===== src/rtl/cpu_pkg.sv =====
// Shared definitions for the decode-stage hazard controller.
// Forward selects, hazard FSM states and the register-match helper.
package cpu_pkg;

  localparam logic [1:0] FWD_RF   = 2'b00;
  localparam logic [1:0] FWD_ALUE = 2'b01;
  localparam logic [1:0] FWD_DMEM = 2'b10;
  localparam logic [1:0] FWD_WB   = 2'b11;

  localparam logic [4:0] REG_ZERO = 5'd0;

  typedef enum logic [1:0] {
    RUN  = 2'd0,
    LOAD = 2'd1,
    MDUW = 2'd2
  } hz_state_t;

  // r0 is hardwired, so it never matches a writer
  function automatic logic reg_match(
    input logic [4:0] src,
    input logic [4:0] wa,
    input logic       we
  );
    return we && (wa != REG_ZERO) && (src == wa);
  endfunction

endpackage


===== src/rtl/hazard_ctrl_fwd_sel.sv =====
// Per-operand forward select for the decode stage.
// Youngest producer wins; a load still in EX cannot forward.
module fwd_sel
  import cpu_pkg::*;
(
  input  logic [4:0] src,
  input  logic       en,
  input  logic [4:0] ex_wa,
  input  logic       ex_we,
  input  logic       ex_is_load,
  input  logic [4:0] mem_wa,
  input  logic       mem_we,
  input  logic [4:0] wb_wa,
  input  logic       wb_we,
  output logic [1:0] sel
);

  // priority EX > MEM > WB, loads in EX fall back to regfile
  always_comb begin
    sel = FWD_RF;
    if (!en) begin
      sel = FWD_RF;
    end else if (reg_match(src, ex_wa, ex_we)) begin
      sel = ex_is_load ? FWD_RF : FWD_ALUE;
    end else if (reg_match(src, mem_wa, mem_we)) begin
      sel = FWD_DMEM;
    end else if (reg_match(src, wb_wa, wb_we)) begin
      sel = FWD_WB;
    end
  end

endmodule


===== src/rtl/hazard_ctrl.sv =====
// Decode-stage hazard controller: forwarding, load-use and
// MDU-busy stalls, MDU busy sequencing and a stall-cycle counter.
module hazard_ctrl
  import cpu_pkg::*;
#(
  parameter int unsigned MDU_LAT = 32,
  parameter int unsigned CNT_W   = 32
) (
  input  logic             clk,
  input  logic             rst,
  input  logic             i_id_valid,
  input  logic [4:0]       i_id_rs,
  input  logic [4:0]       i_id_rt,
  input  logic             i_id_useRs,
  input  logic             i_id_useRt,
  input  logic             i_id_isMdu,
  input  logic             i_id_readsHiLo,
  input  logic [4:0]       i_ex_wa,
  input  logic             i_ex_we,
  input  logic             i_ex_isLoad,
  input  logic [4:0]       i_mem_wa,
  input  logic             i_mem_we,
  input  logic [4:0]       i_wb_wa,
  input  logic             i_wb_we,
  output logic             o_stallF,
  output logic             o_stallD,
  output logic             o_flushE,
  output logic [1:0]       o_fwdA,
  output logic [1:0]       o_fwdB,
  output logic             o_mdu_start,
  output logic             o_mdu_busy,
  output logic [CNT_W-1:0] o_stall_cnt,
  output hz_state_t        o_state
);

  localparam logic [5:0] LAT = 6'(MDU_LAT);

  logic [5:0] mdu_cnt;
  logic [1:0] sel_a;
  logic [1:0] sel_b;
  logic       haz_load;
  logic       haz_mdu;
  logic       stall;

  fwd_sel u_fwd_a (
    .src        (i_id_rs),
    .en         (i_id_useRs),
    .ex_wa      (i_ex_wa),
    .ex_we      (i_ex_we),
    .ex_is_load (i_ex_isLoad),
    .mem_wa     (i_mem_wa),
    .mem_we     (i_mem_we),
    .wb_wa      (i_wb_wa),
    .wb_we      (i_wb_we),
    .sel        (sel_a)
  );

  fwd_sel u_fwd_b (
    .src        (i_id_rt),
    .en         (i_id_useRt),
    .ex_wa      (i_ex_wa),
    .ex_we      (i_ex_we),
    .ex_is_load (i_ex_isLoad),
    .mem_wa     (i_mem_wa),
    .mem_we     (i_mem_we),
    .wb_wa      (i_wb_wa),
    .wb_we      (i_wb_we),
    .sel        (sel_b)
  );

  // hazard detection; everything is held quiet while in reset
  always_comb begin
    o_mdu_busy = !rst && (mdu_cnt != 6'd0);
    haz_load   = !rst && i_id_valid && i_ex_isLoad &&
                 ((reg_match(i_id_rs, i_ex_wa, i_ex_we) && i_id_useRs) ||
                  (reg_match(i_id_rt, i_ex_wa, i_ex_we) && i_id_useRt));
    haz_mdu    = !rst && i_id_valid &&
                 (i_id_isMdu || i_id_readsHiLo) && o_mdu_busy;
    stall       = haz_load || haz_mdu;
    o_stallF    = stall;
    o_stallD    = stall;
    o_flushE    = stall;
    o_mdu_start = !rst && i_id_valid && i_id_isMdu && !stall;
    o_fwdA      = rst ? FWD_RF : sel_a;
    o_fwdB      = rst ? FWD_RF : sel_b;
  end

  // stall-cause FSM: load wins when both hazards coincide
  always_ff @(posedge clk) begin
    if (rst) begin
      o_state <= RUN;
    end else if (haz_load) begin
      o_state <= LOAD;
    end else if (haz_mdu) begin
      o_state <= MDUW;
    end else begin
      o_state <= RUN;
    end
  end

  // MDU busy countdown, reloaded on issue
  always_ff @(posedge clk) begin
    if (rst) begin
      mdu_cnt <= 6'd0;
    end else if (o_mdu_start) begin
      mdu_cnt <= LAT;
    end else if (mdu_cnt != 6'd0) begin
      mdu_cnt <= mdu_cnt - 6'd1;
    end
  end

  // saturating stall-cycle counter
  always_ff @(posedge clk) begin
    if (rst) begin
      o_stall_cnt <= '0;
    end else if (stall && (o_stall_cnt != '1)) begin
      o_stall_cnt <= o_stall_cnt + 1'b1;
    end
  end

endmodule


===== config.mk =====
export PLATFORM = sky130hd
export DESIGN_NAME = hazard_ctrl
export DESIGN_NICKNAME = d
export VERILOG_FILES = /design/src/rtl/cpu_pkg.sv /design/src/rtl/hazard_ctrl_fwd_sel.sv /design/src/rtl/hazard_ctrl.sv
export SDC_FILE = /design/constraint.sdc
export NUM_CORES = 1
export LEC_CHECK = 0
export BUFFER_PORTS_ARGS = -buffer_cell sky130_fd_sc_hd__buf_2
export CELL_PAD_IN_SITES_DETAIL_PLACEMENT = 1
export CELL_PAD_IN_SITES_GLOBAL_PLACEMENT = 1
export CORE_MARGIN = 2
export CORE_UTILIZATION = 34
export CTS_BUF_LIST = sky130_fd_sc_hd__clkbuf_16
export CTS_CLUSTER_SIZE = 10
export DETAILED_ROUTE_END_ITERATION = 16
export GPL_ROUTABILITY_DRIVEN = 0
export PLACE_DENSITY_LB_ADDON = 0.3
export RECOVER_POWER = 50
export SYNTH_ARGS = -nofsm -noshare
export SYNTH_HDL_FRONTEND = slang
export SYNTH_HIERARCHICAL = 1
export SYNTH_SLANG_ARGS = --single-unit

===== constraint.sdc =====
create_clock -name clk -period 1.85 [get_ports clk]
set_input_delay 0.37 -clock clk [delete_from_list [all_inputs] [get_ports clk]]
set_output_delay 0.37 -clock clk [all_outputs]
set_load 0.02 [all_outputs]

==> metrics.cfg, run 1 <==
[outcome]
run_status = finished, violations left
failed_checks = negative setup slack

[routing]
final_antenna_net_count = 0
detail_route.wirelength_um = 18200
drt_first_iter_violations = 231
num_vias = 4091
via_cell_ratio = 6.46
drc_errors = 0
number_of_optimization_iterations_in_the_first_detailed_route_pass = 7
avgRoutedWirePerCell_um = 28.7

[critical_path]
worst-endpoint-required_ps = 2040
path_cells = buf_2 -> xnor2_1 -> nand4_1 -> buf_4 -> o22ai_4 -> a21oi_4 -> buf_4 -> buf_16 -> or4_1 -> a21oi_1
family_with_the_most_delay_on_the_worst_path = simple AND/OR/NAND/NOR gates
cell_mode_on_critical_path = buf_4
worstSetupEndpointType = register
worst-path-buf-inv = 4
critical_path.startpoint_type = input pin
worst-setup-path-type = in2reg
critical_path.max_fanout = 12
slowest_stage = or4_1
critPathArrivalTime_ps = 2690
max_stage_delay_ps = 540

[run]
drv_cap = 0

[pwr]
power_density_nw_per_um2 = 735
post-layout-total-power_w = 0.00376
ir_drop_mv = 0.540
cellLeakagePower_nw = 2.07

[sta]
grt_setup_unrepaired = true
layout_worst_path_cycle_share_pct = 135
timing.final.hold_violations = 0
finalWorstSetupSlack_ps = -645
tightestPinTransition_ps = 514
period_needed_ps = 2500
fin_worst_skew_ps = 6.56
fin_tns_setup_ps = -18280
worst_hold_slack_across_all_endpoints_ps = 501
setup_violations = 44
relSlewSlack_pct = 65.7
fmaxAchievable_mhz = 401
finalMaxSlewViolations = 0

[cts]
clkSlewWorstSetupHoldPaths_ps = 70
clock-root-buffer = clkbuf_16
source_to_sink_clock_delay_at_the_later_pin_of_the_worst_skew_pair_ps = 290
cts_hold_buf = 0
tritoncts = done
ctsHtreeMaxLevel = 2
clock_sinks = 40
cts_buffer_depth = 2
cts-buffers-inserted = 5

[synth]
synth.avg_cell_area_sq_um = 8.13
synth_top_family_by_area = simple AND/OR/NAND/NOR gates
synth_area_sq_um = 2700
yosys.cell_types.count = 48
post_synth_fa_ha_maj_area_fraction_pct = 1.39
synth.ff_latch_count = 40
yosys.area_share.simple_pct = 29.2
synthFlopType = dfxtp_1
synth-edff-count = 0
synthArstFlopShare_pct = 0
post_synth_xor_area_fraction_pct = 13.0
nets_in_the_synthesized_netlist = 371
synth_sequential_area_ratio_pct = 29.7
share_of_synthesized_area_spent_on_multiplexers_pct = 1.48
syn_inst = 332
synth-warning-count = 6
post_synthesis_compound_gate_area_fraction_pct = 20.4

[grt]
grt_antenna_before_repair = 0
grt_start_max_net_pins = 39
grt_overflow = 0
first_global_vias = 4033
grt_first_pass_wirelength_um = 22500
gr-usage-all-layers_pct = 33.8

[floorplan]
initial_core_util_pct = 35.1
design.die.area_sq_um = 8660
core.rowCount = 32
placeableCoreArea_sq_um = 7690
num_ports = 79
floorplan.die.height_um = 93.1
floorplan.die.width_um = 93.1

[layout]
num-fill-cells = 856
layout.cells.most_common = buf_4
final_layout_size_suffix_gt1_share_pct = 53.5
post_route_cell_area_sq_um = 5110
area.growth.synth_to_final_pct = 89.5
multi_input_comb_area_sq_um = 2290
ff_latch_area_sq_um = 818
antenna-diode-count = 0
num-nets-final = 570
layout.cells.most_common_list = buf_4 (113), buf_2 (33), dfxtp_1 (26)

[placement]
preCtsSetupSlack_ps = -458
dpl_cell_area_sq_um = 3930
place.port_buffers = 78
place.detailed.hpwl_um = 7530

[min_path]
hp-class = in2reg

[worst reg2reg max path, cell delays in order (launching register included)]
cell and delay (ps):
dfxtp_2 360, ha_4 130, nand4_1 210, nor4_4 490
a21oi_4 130, a21oi_4 250, buf_4 190, buf_16 140
o21ai_0 120, a21oi_1 270
[worst paths after layout]
kind | start | to | slack [ps] | cells past startpoint
setup / recovery | i_ex_wa[4] | o_stall_cnt[23]$_SDFFE_PP0P_ | -650 | 10
hold / removal | rst | o_state[1]$_SDFF_PP0_ | 500 | 4
setup reg to reg | o_stall_cnt[1]$_SDFFE_PP0P_ | o_stall_cnt[11]$_SDFFE_PP0P_ | -550 | 9
hold reg to reg | o_stall_cnt[6]$_SDFFE_PP0P_ | o_stall_cnt[6]$_SDFFE_PP0P_ | 560 | 2
[power breakdown]
| group | switching (W) | internal (W) |
|---|---|---|
| Sequential | 0.0000484 | 0.000938 |
| Combinational | 0.000937 | 0.000961 |
| Clock | 0.000382 | 0.000491 |
| Total | 0.00137 | 0.00239 |
[cell families after synthesis]
kind of cell / Yosys count
AND/OR/NAND/NOR: 142
AO/OA/AOI/OAI: 80
XOR/XNOR: 40
flip-flops: 40
buffers and inverters: 24
multiplexers: 3
adder cells (fa/ha/maj): 3
[area by class of cell]
class | count | share of cell area, %
inverter | 10 | 0.832
timing repair buffer | 206 | 33.2
tap | 102 | 2.50
sequential | 40 | 16.0
clock inverter | 2 | 0.245
clock buffer | 5 | 2.45
multi-input combinational | 268 | 44.8
[registers in the layout, summed over array words and instances (netlist names)]
signal       count
o_state          2
o_stall_cnt     32
mdu_cnt          6
[cells in the mapped netlist, types with 5 or more instances]
library cell	number	area [sq um]
or3_1	17	106
xnor2_1	29	254
inv_1	10	37.5
o31ai_1	8	60.1
o21ai_1	6	30.0
or4_1	13	97.6
dfxtp_1	40	801
nand4_1	15	93.8
nand3_1	12	60.1
nor3_1	10	50.1
o41ai_1	5	43.8
o21ai_0	9	45.0
xor2_1	11	96.3
clkbuf_1	5	18.8
o21a_1	5	37.5
nor4_1	11	68.8
nand2_1	23	86.3
nor2b_1	7	43.8
a21oi_1	26	130
nor2_1	19	71.3
[routing by layer]
layer	GRT usage (%)	wire length (um)	up-vias
met1	37.1	6470	2011
met2	61.1	8970	313
li1	-	-	1637
met5	0	0	-
met4	17.3	1300	0
met3	7.09	1450	130
[stage by stage]
step / std cells / utilization [%]
floorplan: 332 / -
global placement: 591 / 51.1
detailed placement: 591 / 51.1
CTS: 622 / 62.3
global route: 633 / 66.5
finish: 633 / 66.5
[repair_timing]
action,CTS,global route
pin swaps,38,38
setup endpoints to repair,41,44
cloned,4,0
resized for setup,117,61
setup buffers,21,14
No activity file was read; power rests on OpenSTA's default activity.
==> inputs of run 2 (changes only) <==
SETUP_SLACK_MARGIN = 0.3   (was not set)
==> metrics.cfg, run 2 (synthesized netlist as in run 1, its figures left out) <==
[outcome]
run_status = finished, violations left
failed_checks = negative setup slack

[critical_path]
worstSetupEndpointType = output pin
max_stage_delay_ps = 360  ; -180 ps
worstSetupEndpoint = o_fwdB[0]
critical_path.max_fanout = 5  ; -7
regToRegStartpoint = o_stall_cnt[19]$_SDFFE_PP0P_
path_cells = buf_6 -> buf_4 -> xor2_1 -> nor3_4 -> a41o_1 -> o32ai_2 -> nor2b_4 -> buf_4
cell_mode_on_critical_path = buf_4
worst-endpoint-required_ps = 1480  ; -560 ps
critPathArrivalTime_ps = 1970  ; -720 ps
critical_path.startpoint = i_ex_wa[2]
critical_path.startpoint_type = input pin
worst_r2r_endpoint = o_stall_cnt[31]$_SDFFE_PP0P_
rrSetupSlack_ps = -430  ; +120 ps
slowest_stage = xor2_1
worst-setup-path-type = in2out
r2r.worst_path.cells = 8  ; -1

[cts]
cts-buffers-inserted = 5  ; unchanged
clock-root-buffer = clkbuf_16
clkSlewWorstSetupHoldPaths_ps = 60  ; about the same
ctsHtreeMaxLevel = 2  ; unchanged
cts_hold_buf = 0  ; unchanged
cts_buffer_depth = 2  ; unchanged
source_to_sink_clock_delay_at_the_later_pin_of_the_worst_skew_pair_ps = 300  ; about the same
tritoncts = done
clock_sinks = 40  ; unchanged

[placement]
place.port_buffers = 78  ; unchanged
place.detailed.hpwl_um = 7580  ; +0.62%

[pwr]
p_comb_share_pct = 48.7  ; -1.8 points
cellLeakagePower_nw = 2.11  ; +2.0%
post-layout-total-power_w = 0.00396  ; +5.5%
power_density_nw_per_um2 = 767  ; +4.4%
total_switching_power_w = 0.00140  ; +2.5%
portion_of_total_power_attributed_to_the_clock_network_pct = 26.3  ; +3.1 points
power.internal_w = 0.00256  ; +7.1%
power.switching_fraction_pct = 35.4  ; -1.0 points
ir_drop_mv = 0.803  ; +49%
power.sequential.fraction_pct = 25.0  ; -1.3 points

[floorplan]
floorplan.die.height_um = 93.1  ; unchanged
num_ports = 79  ; unchanged
placeableCoreArea_sq_um = 7690  ; unchanged
initial_core_util_pct = 35.1  ; unchanged
core.rowCount = 32  ; unchanged
design.die.area_sq_um = 8660  ; unchanged
floorplan.die.width_um = 93.1  ; unchanged

[sta]
relSlewSlack_pct = 64.5  ; -1.3 points
fin_tns_setup_ps = -13980  ; +4300 ps
finalWorstSetupSlack_ps = -490  ; +155 ps
setup_violations = 42  ; -4.5%
layout_worst_path_cycle_share_pct = 126  ; -8.4 points
worst_hold_slack_across_all_endpoints_ps = 455  ; -46.0 ps
fmaxAchievable_mhz = 427  ; +6.6%
period_needed_ps = 2340  ; -155 ps
timing.final.hold_violations = 0  ; unchanged
fin_worst_skew_ps = 10.7  ; +4.16 ps
tightestPinTransition_ps = 533  ; +18.9 ps
finalMaxSlewViolations = 0  ; unchanged
grt_setup_unrepaired = true

[min_path]
hp-class = in2reg
hold_path_depth = 4  ; unchanged

[layout]
biggestRegsByFlops = o_stall_cnt (32), mdu_cnt (6), o_state (2)
area.growth.synth_to_final_pct = 91.4
top_register = o_stall_cnt
layout.cells.most_common = buf_4
num-fill-cells = 861  ; +0.58%
layout.cells.most_common_list = buf_4 (105), buf_2 (36), buf_6 (24)
final_core_util_pct = 67.2  ; +0.67 points
largest_reg_flops = 32  ; unchanged
antenna-diode-count = 0  ; unchanged
final_layout_size_suffix_gt1_share_pct = 56.4  ; +2.9 points
num-nets-final = 568  ; -0.35%

[routing]
drc_errors = 0  ; unchanged
final_antenna_net_count = 0  ; unchanged
avgRoutedWirePerCell_um = 27.4  ; -4.5%
detail_route.wirelength_um = 17300  ; -4.7%
via_cell_ratio = 6.13  ; -5.2%
drt_first_iter_violations = 162  ; -30%
number_of_optimization_iterations_in_the_first_detailed_route_pass = 4  ; -3
num_vias = 3872  ; -5.4%

[grt]
first_global_vias = 4083  ; +1.2%
grt_antenna_before_repair = 0  ; unchanged
grt_overflow = 0  ; unchanged
gr-usage-all-layers_pct = 33.7  ; -0.12 points
grt_first_pass_wirelength_um = 22400  ; -0.40%
grt_start_max_net_pins = 39  ; unchanged

[run]
drv_cap = 0  ; unchanged

-- run 2: final cells by class --
type,count,area (sq um),share of cell area (%)
multi-input combinational,268,2310,44.7
timing repair buffer,204,1690,32.7
sequential,40,827,16.0
tap,102,128,2.47
clock buffer,5,125,2.42
clock inverter,3,42.5,0.824
inverter,10,42.5,0.824
-- run 2: worst min path at each step --
| stage | end | start | slack [ps] |
|---|---|---|---|
| floorplan | o_stall_cnt[23]$_SDFFE_PP0P_ | o_stall_cnt[23]$_SDFFE_PP0P_ | 510 |
| global placement | o_stall_cnt[6]$_SDFFE_PP0P_ | o_stall_cnt[6]$_SDFFE_PP0P_ | 540 |
| detailed placement | o_stall_cnt[6]$_SDFFE_PP0P_ | o_stall_cnt[6]$_SDFFE_PP0P_ | 540 |
| CTS | o_state[1]$_SDFF_PP0_ | rst | 460 |
| global route | o_state[1]$_SDFF_PP0_ | rst | 460 |
| finish | o_state[1]$_SDFF_PP0_ | rst | 460 |
-- run 2: power by group through the flow --
stage / clock [W] / combinational (W) / sequential, W
4_1_cts: 0.00102 / 0.00154 / 0.000983
5_1_grt: 0.00108 / 0.00203 / 0.000997
6_report: 0.00104 / 0.00193 / 0.000989
2_1_floorplan: 0 / 0.000616 / 0.00101
3_3_place_gp: 0 / 0.00104 / 0.000986
3_5_place_dp: 0 / 0.00112 / 0.000992
-- run 2: per-stage QoR --
stage	std cells	instance area [sq um]	setup WS, ps
final	632	5160	-490
after CTS	618	4780	-344
after floorplan	332	2800	-144
after global routing	632	5160	-507
after global placement	590	3950	-364
after detailed placement	590	3950	-473
-- run 2: critical path: cells and delay by family --
| kind | cells | cell delay (ps) |
|---|---|---|
| buffers and inverters | 3 | 410 |
| AND/OR/NAND/NOR | 2 | 290 |
| AO/OA/AOI/OAI | 2 | 540 |
| XOR/XNOR | 1 | 360 |
-- run 2: routing by layer --
| layer | vias to the layer above | track usage, % | wire, um |
|---|---|---|---|
| li1 | 1639 | - | - |
| met2 | 196 | 62.4 | 9000 |
| met3 | 82 | 6.29 | 913 |
| met5 | - | 0 | 0 |
| met1 | 1955 | 36.9 | 6440 |
| met4 | 0 | 15.4 | 983 |
-- run 2: what timing repair did --
action	CTS	global route
buffers inserted	16	14
pin swaps	42	39
gates resized for setup	109	62
gates cloned	4	0
endpoints found under the setup margin	44	44
==> inputs of run 3 (changes only) <==
CORE_ASPECT_RATIO = 0.5   (was not set)
==> metrics.cfg, run 3 (synthesized netlist as in run 1, its figures left out) <==
[sta]
layout_worst_path_cycle_share_pct = 127  ; +0.72 points
finalWorstSetupSlack_ps = -503  ; -13.3 ps
grt_setup_unrepaired = true
worst_hold_slack_across_all_endpoints_ps = 549  ; +94.2 ps
fin_worst_skew_ps = 11.2  ; +0.475 ps
fmaxAchievable_mhz = 425  ; -0.57%
timing.final.hold_violations = 0  ; unchanged
setup_violations = 41  ; -2.4%
finalMaxSlewViolations = 0  ; unchanged
tightestPinTransition_ps = 554  ; +20.8 ps
fin_tns_setup_ps = -15610  ; -1620 ps
period_needed_ps = 2350  ; +13.3 ps
relSlewSlack_pct = 63.1  ; -1.4 points

[routing]
via_cell_ratio = 6.27  ; +2.3%
detailroute.wirelength.met2_um = 8790  ; -2.4%
detail_route.wirelength_um = 18200  ; +4.9%
final_antenna_net_count = 0  ; unchanged
number_of_optimization_iterations_in_the_first_detailed_route_pass = 6  ; +2
avgRoutedWirePerCell_um = 28.3  ; +3.1%
highest_layer = met4
detail_route.wirelength.met1_um = 6650  ; +3.3%
drt_first_iter_violations = 373  ; +130%
drc_errors = 0  ; unchanged
num_vias = 4030  ; +4.1%
detailroute.wirelength.met3_um = 1510  ; +65%

[cts]
clkSlewWorstSetupHoldPaths_ps = 60  ; about the same
source_to_sink_clock_delay_at_the_later_pin_of_the_worst_skew_pair_ps = 300  ; about the same
cts_buffer_depth = 2  ; unchanged
tritoncts = done
cts-buffers-inserted = 5  ; unchanged
ctsHtreeMaxLevel = 2  ; unchanged
clock_sinks = 40  ; unchanged
clock-root-buffer = clkbuf_16

[critical_path]
worst-setup-path-type = reg2reg
max_stage_delay_ps = 400  ; +40 ps
family_with_the_most_delay_on_the_worst_path = buffers and inverters
r2r.worst_path.cells = 11  ; +3
critical_path.startpoint_type = register
critical_path.max_fanout = 8  ; +3
worstSetupEndpointType = register
worst-endpoint-required_ps = 2050  ; +570 ps
worst-path-buf-inv = 5  ; +2
slowest_stage = nor4_2
worstSetupPathDepth = 11  ; +3
critPathArrivalTime_ps = 2550  ; +580 ps
path_cells = nand4_1 -> nor4_2 -> buf_4 -> a21oi_4 -> a21oi_4 -> buf_6 -> buf_12 -> buf_12 -> buf_16 -> o21ai_2 -> a21oi_1

[run]
drv_cap = 0  ; unchanged

[grt]
grt_antenna_before_repair = 0  ; unchanged
grt_first_pass_wirelength_um = 22400  ; about the same
gr-usage-all-layers_pct = 34.2  ; +0.57 points
grt_overflow = 0  ; unchanged
grt_start_max_net_pins = 39  ; unchanged
first_global_vias = 4160  ; +1.9%

[layout]
top_register = o_stall_cnt
num-nets-final = 573  ; +0.88%
largest_reg_flops = 32  ; unchanged
post_route_cell_area_sq_um = 5400  ; +4.6%
antenna-diode-count = 0  ; unchanged
layout.cells.most_common_list = buf_4 (104), buf_2 (31), buf_6 (30)
final_layout_size_suffix_gt1_share_pct = 61.5  ; +5.1 points
layout.cells.non_filler = 643  ; +1.7%
layout.cells.most_common = buf_4
final_core_util_pct = 71.9  ; +4.7 points
area.growth.synth_to_final_pct = 100
biggestRegsByFlops = o_stall_cnt (32), mdu_cnt (6), o_state (2)

[outcome]
run_status = finished, violations left
failed_checks = negative setup slack

[floorplan]
placeableCoreArea_sq_um = 7510  ; -2.2%
floorplan.die.height_um = 67.0  ; -28%
floorplan.die.width_um = 130  ; +40%
core.rowCount = 22  ; -31%
num_ports = 79  ; unchanged
initial_core_util_pct = 35.9  ; +0.81 points
design.die.area_sq_um = 8710  ; +0.50%

[min_path]
hold_path_depth = 4  ; unchanged
hp-class = in2reg

[placement]
post-place-cells = 602  ; +2.0%
dpl_cell_area_sq_um = 3990  ; +1.0%
place.detailed.hpwl_um = 8210  ; +8.3%
place.port_buffers = 78  ; unchanged

[pwr]
power_density_nw_per_um2 = 714  ; -7.0%
cellLeakagePower_nw = 2.19  ; +4.0%
ir_drop_mv = 0.498  ; -38%

run 3: repair_timing:
item | 4_1_cts | 5_1_grt
pin swaps | 53 | 42
setup buffers | 15 | 14
cloned | 4 | 0
resized for setup | 122 | 97
endpoints found under the setup margin | 44 | 44
hold buffers | 0 | 0
run 3: layout make-up:
type	count	area, sq um
multi-input cells	268	2470
fillers	820	2110
repair buffers	209	1780
flip-flops and latches	40	833
well taps	108	135
clock buffers	5	125
inverters	10	42.5
clock inverters	3	16.3
run 3: metrics by stage:
step	worst slack, ps	power, W
2_1_floorplan	-144	0.00163
3_3_place_gp	-390	0.00203
3_5_place_dp	-427	0.00211
4_1_cts	-331	0.00343
5_1_grt	-521	0.00395
6_report	-503	0.00385
run 3: where the power goes:
group	switching (W)	total [W]	internal (W)
sequential	0.0000595	0.00100	0.000943
clock	0.000395	0.000888	0.000494
combinational	0.000980	0.00196	0.000983
total	0.00143	0.00385	0.00242
run 3: final timing paths:
check / startpoint / end / slack (ps)
setup reg to reg: o_stall_cnt[31]$_SDFFE_PP0P_ / o_stall_cnt[12]$_SDFFE_PP0P_ / -500
setup / recovery: o_stall_cnt[31]$_SDFFE_PP0P_ / o_stall_cnt[12]$_SDFFE_PP0P_ / -500
hold / removal: i_ex_isLoad / o_state[0]$_SDFF_PP0_ / 550
hold reg to reg: o_stall_cnt[4]$_SDFFE_PP0P_ / o_stall_cnt[4]$_SDFFE_PP0P_ / 600
run 3: worst reg2reg max path, cell delays in order (launching register included):
cell and delay, ps:
dfxtp_1 390, nand4_1 190, nor4_2 400, buf_4 210, a21oi_4 70, a21oi_4 190, buf_6 170, buf_12 170
buf_12 120, buf_16 110, o21ai_2 50, a21oi_1 180
run 3: per-layer routing:
layer / track usage [%] / vias up
li1: - / 1656
met1: 34.7 / 1941
met2: 64.3 / 303
met3: 7.63 / 130
met4: 22.6 / 0
met5: 0 / -
